### src/rtl/alu_pkg.sv
// Shared ALU definitions: datapath width, serial-subtractor state encoding
// and the signed-overflow helper.
package alu_pkg;

  localparam int ALU_WIDTH = 4;

  typedef enum logic [1:0] {
    IDLE = 2'd0,
    RUN  = 2'd1,
    DONE = 2'd2
  } sub_state_e;

  // Two's-complement overflow of a - b from the operand and result sign bits.
  function automatic logic sub_signed_ovf(input logic a_msb, input logic b_msb,
                                          input logic d_msb);
    return (a_msb != b_msb) && (d_msb != a_msb);
  endfunction

endpackage

### src/rtl/full_subtractor.sv
// Single-bit full subtractor: d = a - b - bin, bout is the borrow out.
module full_subtractor (
  input  logic a,
  input  logic b,
  input  logic bin,
  output logic d,
  output logic bout
);

  assign d    = a ^ b ^ bin;
  assign bout = (~a & b) | (~(a ^ b) & bin);

endmodule

### src/rtl/serial_subtractor_4bit.sv
// Bit-serial a - b, LSB first, with start/busy/done handshake.
// Optional macro SUB_OVERFLOW_EN adds the registered signed-overflow output ovf.
module serial_subtractor_4bit
  import alu_pkg::*;
#(
  parameter int WIDTH = ALU_WIDTH,
  parameter int CNT_W = 3
) (
  input  logic             clk,
  input  logic             rst_n,
  input  logic             start,
  input  logic [WIDTH-1:0] a_in,
  input  logic [WIDTH-1:0] b_in,
  output logic             busy,
  output logic             done,
  output logic [WIDTH-1:0] diff,
  output logic             borrow
`ifdef SUB_OVERFLOW_EN
  ,
  output logic             ovf
`endif
);

  localparam logic [CNT_W-1:0] LAST_BIT = CNT_W'(WIDTH - 1);

  sub_state_e       state_r;
  sub_state_e       next_state_s;
  logic             load_s;
  logic             finish_s;
  logic [WIDTH-1:0] a_sr_r;
  logic [WIDTH-1:0] b_sr_r;
  logic [WIDTH-2:0] res_sr_r;
  logic [WIDTH-1:0] res_next_s;
  logic             bout_r;
  logic [CNT_W-1:0] count_r;
  logic             d_s;
  logic             bo_s;
  logic             busy_r;
  logic             done_r;
  logic [WIDTH-1:0] diff_r;
  logic             borrow_r;

  full_subtractor u_fs (
    .a    (a_sr_r[0]),
    .b    (b_sr_r[0]),
    .bin  (bout_r),
    .d    (d_s),
    .bout (bo_s)
  );

  // Newly produced bit enters at the top; the full word is complete on the last bit.
  assign res_next_s = {d_s, res_sr_r};
  assign finish_s   = (state_r == RUN) && (count_r == LAST_BIT);

  // State register.
  always_ff @(posedge clk or negedge rst_n) begin
    if (!rst_n) begin
      state_r <= IDLE;
    end else begin
      state_r <= next_state_s;
    end
  end

  // Next-state logic; a start in DONE reloads without an idle gap.
  always_comb begin
    next_state_s = state_r;
    load_s       = 1'b0;
    case (state_r)
      IDLE: begin
        if (start) begin
          next_state_s = RUN;
          load_s       = 1'b1;
        end else begin
          next_state_s = IDLE;
        end
      end
      RUN: begin
        if (count_r == LAST_BIT) begin
          next_state_s = DONE;
        end else begin
          next_state_s = RUN;
        end
      end
      DONE: begin
        if (start) begin
          next_state_s = RUN;
          load_s       = 1'b1;
        end else begin
          next_state_s = IDLE;
        end
      end
      default: begin
        next_state_s = IDLE;
      end
    endcase
  end

  // Operand shift registers, partial result, running borrow and bit counter.
  always_ff @(posedge clk or negedge rst_n) begin
    if (!rst_n) begin
      a_sr_r   <= '0;
      b_sr_r   <= '0;
      res_sr_r <= '0;
      bout_r   <= 1'b0;
      count_r  <= '0;
    end else if (load_s) begin
      a_sr_r   <= a_in;
      b_sr_r   <= b_in;
      res_sr_r <= '0;
      bout_r   <= 1'b0;
      count_r  <= '0;
    end else if (state_r == RUN) begin
      a_sr_r   <= {1'b0, a_sr_r[WIDTH-1:1]};
      b_sr_r   <= {1'b0, b_sr_r[WIDTH-1:1]};
      res_sr_r <= res_next_s[WIDTH-1:1];
      bout_r   <= bo_s;
      count_r  <= count_r + CNT_W'(1);
    end
  end

  // Handshake flags decoded from next state; result captured only on entry to DONE.
  always_ff @(posedge clk or negedge rst_n) begin
    if (!rst_n) begin
      busy_r   <= 1'b0;
      done_r   <= 1'b0;
      diff_r   <= '0;
      borrow_r <= 1'b0;
    end else begin
      busy_r <= (next_state_s == RUN);
      done_r <= (next_state_s == DONE);
      if (finish_s) begin
        diff_r   <= res_next_s;
        borrow_r <= bo_s;
      end
    end
  end

  assign busy   = busy_r;
  assign done   = done_r;
  assign diff   = diff_r;
  assign borrow = borrow_r;

`ifdef SUB_OVERFLOW_EN
  logic a_msb_r;
  logic b_msb_r;
  logic ovf_r;

  // Operand sign bits are shifted away, so keep copies for the overflow check.
  always_ff @(posedge clk or negedge rst_n) begin
    if (!rst_n) begin
      a_msb_r <= 1'b0;
      b_msb_r <= 1'b0;
      ovf_r   <= 1'b0;
    end else begin
      if (load_s) begin
        a_msb_r <= a_in[WIDTH-1];
        b_msb_r <= b_in[WIDTH-1];
      end
      if (finish_s) begin
        ovf_r <= sub_signed_ovf(a_msb_r, b_msb_r, d_s);
      end
    end
  end

  assign ovf = ovf_r;
`endif

endmodule

### config.mk
export PLATFORM = sky130hd
export DESIGN_NAME = serial_subtractor_4bit
export DESIGN_NICKNAME = d
export VERILOG_FILES = /design/src/rtl/alu_pkg.sv /design/src/rtl/full_subtractor.sv /design/src/rtl/serial_subtractor_4bit.sv
export SDC_FILE = /design/constraint.sdc
export NUM_CORES = 1
export LEC_CHECK = 0
export BUFFER_PORTS_ARGS = -buffer_cell sky130_fd_sc_hd__buf_2
export CORE_MARGIN = 4
export CORE_UTILIZATION = 25
export DETAILED_ROUTE_END_ITERATION = 10
export GPL_TIMING_DRIVEN = 1
export PLACE_DENSITY = 0.52
export SYNTH_ARGS = -nofsm -noshare
export SYNTH_HDL_FRONTEND = slang
export SYNTH_SLANG_ARGS = --single-unit
### constraint.sdc
create_clock -name clk -period 4.6 [get_ports clk]
set_clock_uncertainty 0.05 [all_clocks]
set_input_delay 0.69 -clock clk [delete_from_list [all_inputs] [get_ports clk]]
set_output_delay 0.69 -clock clk [all_outputs]
set_load 0.005 [all_outputs]
## Word level (Yosys, flattened, before mapping)

Cells that the tools add are included.
W data, S select, Z words.

| cells by class | value |
|---|---|
| bitwise operators | 7 |
| equality and inequality tests | 5 |
| add/sub/neg operators | 1 |
| mux-type cells | 15 |
| reductions and logical operators | 4 |

Operators by type and width:

| kind | number |
|---|---|
| $mux W4 | 4 |
| $mux W3 | 4 |
| $mux W1 | 5 |
| $eq A2 B1 Y1 const B | 2 |
| $eq A2 B2 Y1 const B | 2 |
| $pmux W2 S2 | 1 |
| $add A3 B1 Y3 const B | 1 |
| $eq A3 B2 Y1 const B | 1 |
| $and A1 B1 Y1 | 2 |
| $logic_not A2 Y1 | 1 |
| $mux W2 | 1 |
| $not A1 Y1 | 2 |
| $reduce_bool A2 Y1 | 1 |
| $reduce_or A2 Y1 | 1 |
| $xor A1 B1 Y1 | 2 |
| $logic_and A1 B1 Y1 | 1 |
| $or A1 B1 Y1 | 1 |

| word-level totals | value |
|---|---|
| bits in registers | 24 |
| bits of input ports | 11 |
| output and inout bits | 7 |

## Logic depth before layout (Yosys ltp)

| logic depth | value |
|---|---|
| depth in word-level cells | 6 |
| gate-level depth with buffers | 5 |
| mapped depth without buffers | 5 |

## Cells and area by module

A second synthesis with hierarchy kept.

| second synthesis, totals | value |
|---|---|
| cells, all modules | 87 |
| area, all modules | 1182.4 um^2 |

Modules (own cells, without submodules):

| module | area an instance (um^2) | sequential area each (um^2) | cells an instance | instances |
|---|---|---|---|---|
| serial_subtractor_4bit | 1151.1 | 600.6 | 83 | 1 |
| full_subtractor | 31.3 | 0.0 | 4 | 1 |

## Worst setup path after synthesis

Ideal clock, no wire load.

| timing | value |
|---|---|
| path type | reg-to-reg |
| start | register count_r[0] |
| end | register diff_r[0] (netlist: diff[0]) |
| library setup time | 125 ps |
| path slack | 3115 ps |
| buffers on the path | 0 |
| stages on the path, launching flop included | 5 |
| data arrival time | 1311 ps |
| path through | dfrtp_1 -> ha_1 -> ha_1 -> nand3b_1 -> mux2_2 |

| between the ends | value |
|---|---|
| cells in the longest elaborated chain, start to end | 2 |

Ends and longest elaborated chain:

| element | RTL line | text |
|---|---|---|
| start, declared | serial_subtractor_4bit.sv:35 | `logic [CNT_W-1:0] count_r;` |
| start signal, assigned | serial_subtractor_4bit.sv:117 | `count_r <= count_r + CNT_W'(1);` |
| $eq A3 B2 Y1 | serial_subtractor_4bit.sv:53 | `assign finish_s = (state_r == RUN) && (count_r == LAST_BIT);` |
| $logic_and A1 B1 Y1 | serial_subtractor_4bit.sv:53 |  |
| end signal, assigned | serial_subtractor_4bit.sv:132 | `diff_r <= res_next_s;` |
| end, declared | serial_subtractor_4bit.sv:40 | `logic [WIDTH-1:0] diff_r;` |

Every way passes these cells.
A chain may end at the register's enable or synchronous reset.

## Worst setup path in the final report

| timing | value |
|---|---|
| start | register count_r[0] |
| end | register diff_r[1] (netlist: diff[1]) |

The elaborated chain is that of the path after synthesis.

==> flow_summary.yaml <==
run_status:
  status: "complete, no violations"
clock_tree:
  clock_latency_ns: 0.26
  root_buffer: "clkbuf_8"
  cts_tree: "built"
  cts-htree-levels: 1
  ctsResizeCount: 0
  clk_pin_slew_ns: 0.08
  cts_sinks: 24
  cts_setup_buffers: 0
  clk_path_buf_depth: 2
  cts_buffers: 3
  cts_hold_buf: 0
logic_synthesis:
  synth_seq_cells: 24
  synth_cell_type_count: 19
  synthesis.area_um2: 1010
  syn_inst: 83
  ys_top_cells_by_area: "dfrtp_1 (60%), a22o_1 (6.9%), mux2_2 (6.7%)"
  synth_seq_area_share_pct: 59.6
  avgSynthCellArea_um2: 12.2
  synth_nets: 97
  yosysTopAreaCellShare_pct: 59.6
  synth_warnings: 0
  synth_top_area_cell: "dfrtp_1"
detailed_routing:
  vias: 667
  drc: 0
  postRouteAntennaNets: 0
  drt_iter0_markers: 20
  drt_wl_total_mm: 1.85
  post_drt_wl_per_cell_um: 12.5
  vias_per_cell: 4.51
  first_pass_iters: 4
final_layout:
  multiInputGateArea_um2: 359
  antenna_cells: 0
  final_cells: 148
  fin_util_pct: 31.3
  layout-drive-gt1-share_pct: 26.0
  regArea_um2: 601
  area_growth_pct: 17.0
  layout.nets: 116
  layout.filler_cells: 389
placement:
  dp_cells: 145
  gp_congestion: 0.729
  io_buffers: 17
  dp_hpwl_mm: 1.38
timing:
  fmax_mhz: 605
  setup_violations: 0
  rsz0062_at_grt: "no"
  fin_crit_sh_pct: 35.9
  finalHoldViolCount: 0
  holdWs_ns: 0.345
  report.final.slew_viol_count: 0
  relSlewSlack_pct: 65.2
  layout_min_cycle_time_ns: 1.65
  worstMarginPinSlew_ns: 0.523
  setup_tns_ns: 0
grt:
  grt_pass1_vias: 702
  grt_max_degree: 25
  grt_antenna_before_repair: 0
  grt_usage_pct: 8.05
  grt_pass1_wl_mm: 3.24
  grt_overflow: 0
power_and_ir_drop:
  combPwrFrac_pct: 36.2
  p_seq_share_pct: 48.4
  p_sw_share_pct: 33.9
  power.internal_uw: 508
  p_leak_nw: 0.583
  switchingPower_uw: 260
  peakVddDrop_mv: 0.224
  clkPwrFrac_pct: 15.4
  p_total_uw: 768
  power_density_nw_per_um2: 651
floorplanning:
  std_cell_rows: 22
  ios: 18
  core_region_area_um2: 3770
  start_util_pct: 26.7
  die_area_um2: 5110
  die_h_um: 71.5
  die_w_um: 71.5
setup_path:
  worstPathMaxFanout: 8
  cp.arrival_ns: 1.75
  cp-end-kind: "flip-flop"
  startpoint: "count_r[0]"
  r2r_start: "count_r[0]"
  cp-start-kind: "flip-flop"
  crit_required_ns: 4.70
  crit_type: "flip-flop to flip-flop"
min_path:
  min_path_type: "input port to async pin"
run:
  cap_violations: 0
-- Yosys cell counts --
library cell  number
a21o_1             1
nand2b_1           2
mux2_1             1
o22ai_1            5
a21oi_1            6
ha_1               2
a211oi_1           1
nor2_1             1
fa_1               1
buf_2              3
mux2i_1            1
nand3b_1           1
inv_1              9
nor2b_1            3
o21ai_0            5
a22o_1             8
mux2_2             6
nand2_1            3
dfrtp_1           24
-- cell type report --
cell class	count	area share [%]
sequential	24	50.9
timing repair buffer	17	7.21
tap	48	5.09
multi-input combinational	47	30.4
clock buffer	3	3.50
inverter	9	2.86
-- sequential cells by signal, indices dropped and copies added (netlist names) --
name and cells:
a_sr_r 4, b_sr_r 4, borrow 1, bout_r 1
busy 1, count_r 3, diff 4, done 1
res_sr_r 3, state_r 2
-- critical path: stages (launching register included) --
cell	delay, ns
dfrtp_1	0.40
ha_1	0.21
ha_1	0.21
nand3b_1	0.29
mux2_2	0.38
-- cell families after synthesis --
| kind of cell | Yosys count | share of synthesized area [%] |
|---|---|---|
| adder cells (fa/ha/maj) | 3 | 4.47 |
| buffers and inverters | 12 | 4.84 |
| multiplexers | 8 | 8.81 |
| AO/OA/AOI/OAI | 26 | 17.0 |
| flip-flops | 24 | 59.6 |
| AND/OR/NAND/NOR | 10 | 5.33 |
-- layer usage --
metal	wire, um	vias up	GRT usage, %
li1	-	327	-
met1	813	323	10.0
met2	908	12	13.0
met3	99	5	2.10
met4	32	0	3.76
met5	0	-	0
-- final timing paths --
kind,to,slack (ns),cells after the start
worst max-delay path,diff[1],2.95,4
worst min-delay path,a_sr_r[2],0.35,1
worst max register to register,diff[1],2.95,4
worst min register to register,borrow,0.43,2
max in group asynchronous,diff[1],3.80,1
min in group clk,borrow,0.43,2
-- power groups by stage --
stage                     Sequential, mW  Combinational, mW  Clock (mW)
after floorplan                    0.351              0.222           0
after global placement             0.374              0.276           0
after detailed placement           0.377              0.286           0
after CTS                          0.374              0.287       0.124
after global routing               0.388              0.321       0.133
final                              0.372              0.278       0.118
-- cell usage in the layout, fill, tap and decap left out, drive strengths merged --
master / netlist / final
a21o: 1 / 1
nand2: 3 / 3
nor2: 1 / 1
a22o: 8 / 8
mux2: 7 / 7
inv: 9 / 9
nor2b: 3 / 3
o21ai: 5 / 5
clkbuf: 0 / 3
ha: 2 / 2
o22ai: 5 / 5
mux2i: 1 / 1
nand2b: 2 / 2
buf: 3 / 17
nand3b: 1 / 1
fa: 1 / 1
dfrtp: 24 / 24
a21oi: 6 / 6
a211oi: 1 / 1
-- through the flow --
stage               setup WS [ns]  cell area (um^2)
floorplan                    3.11              1010
global placement             2.87              1140
detailed placement           2.83              1140
CTS                          2.90              1180
global route                 2.83              1180
finish                       2.95              1180
No activity file was read; power rests on OpenSTA's default activity.
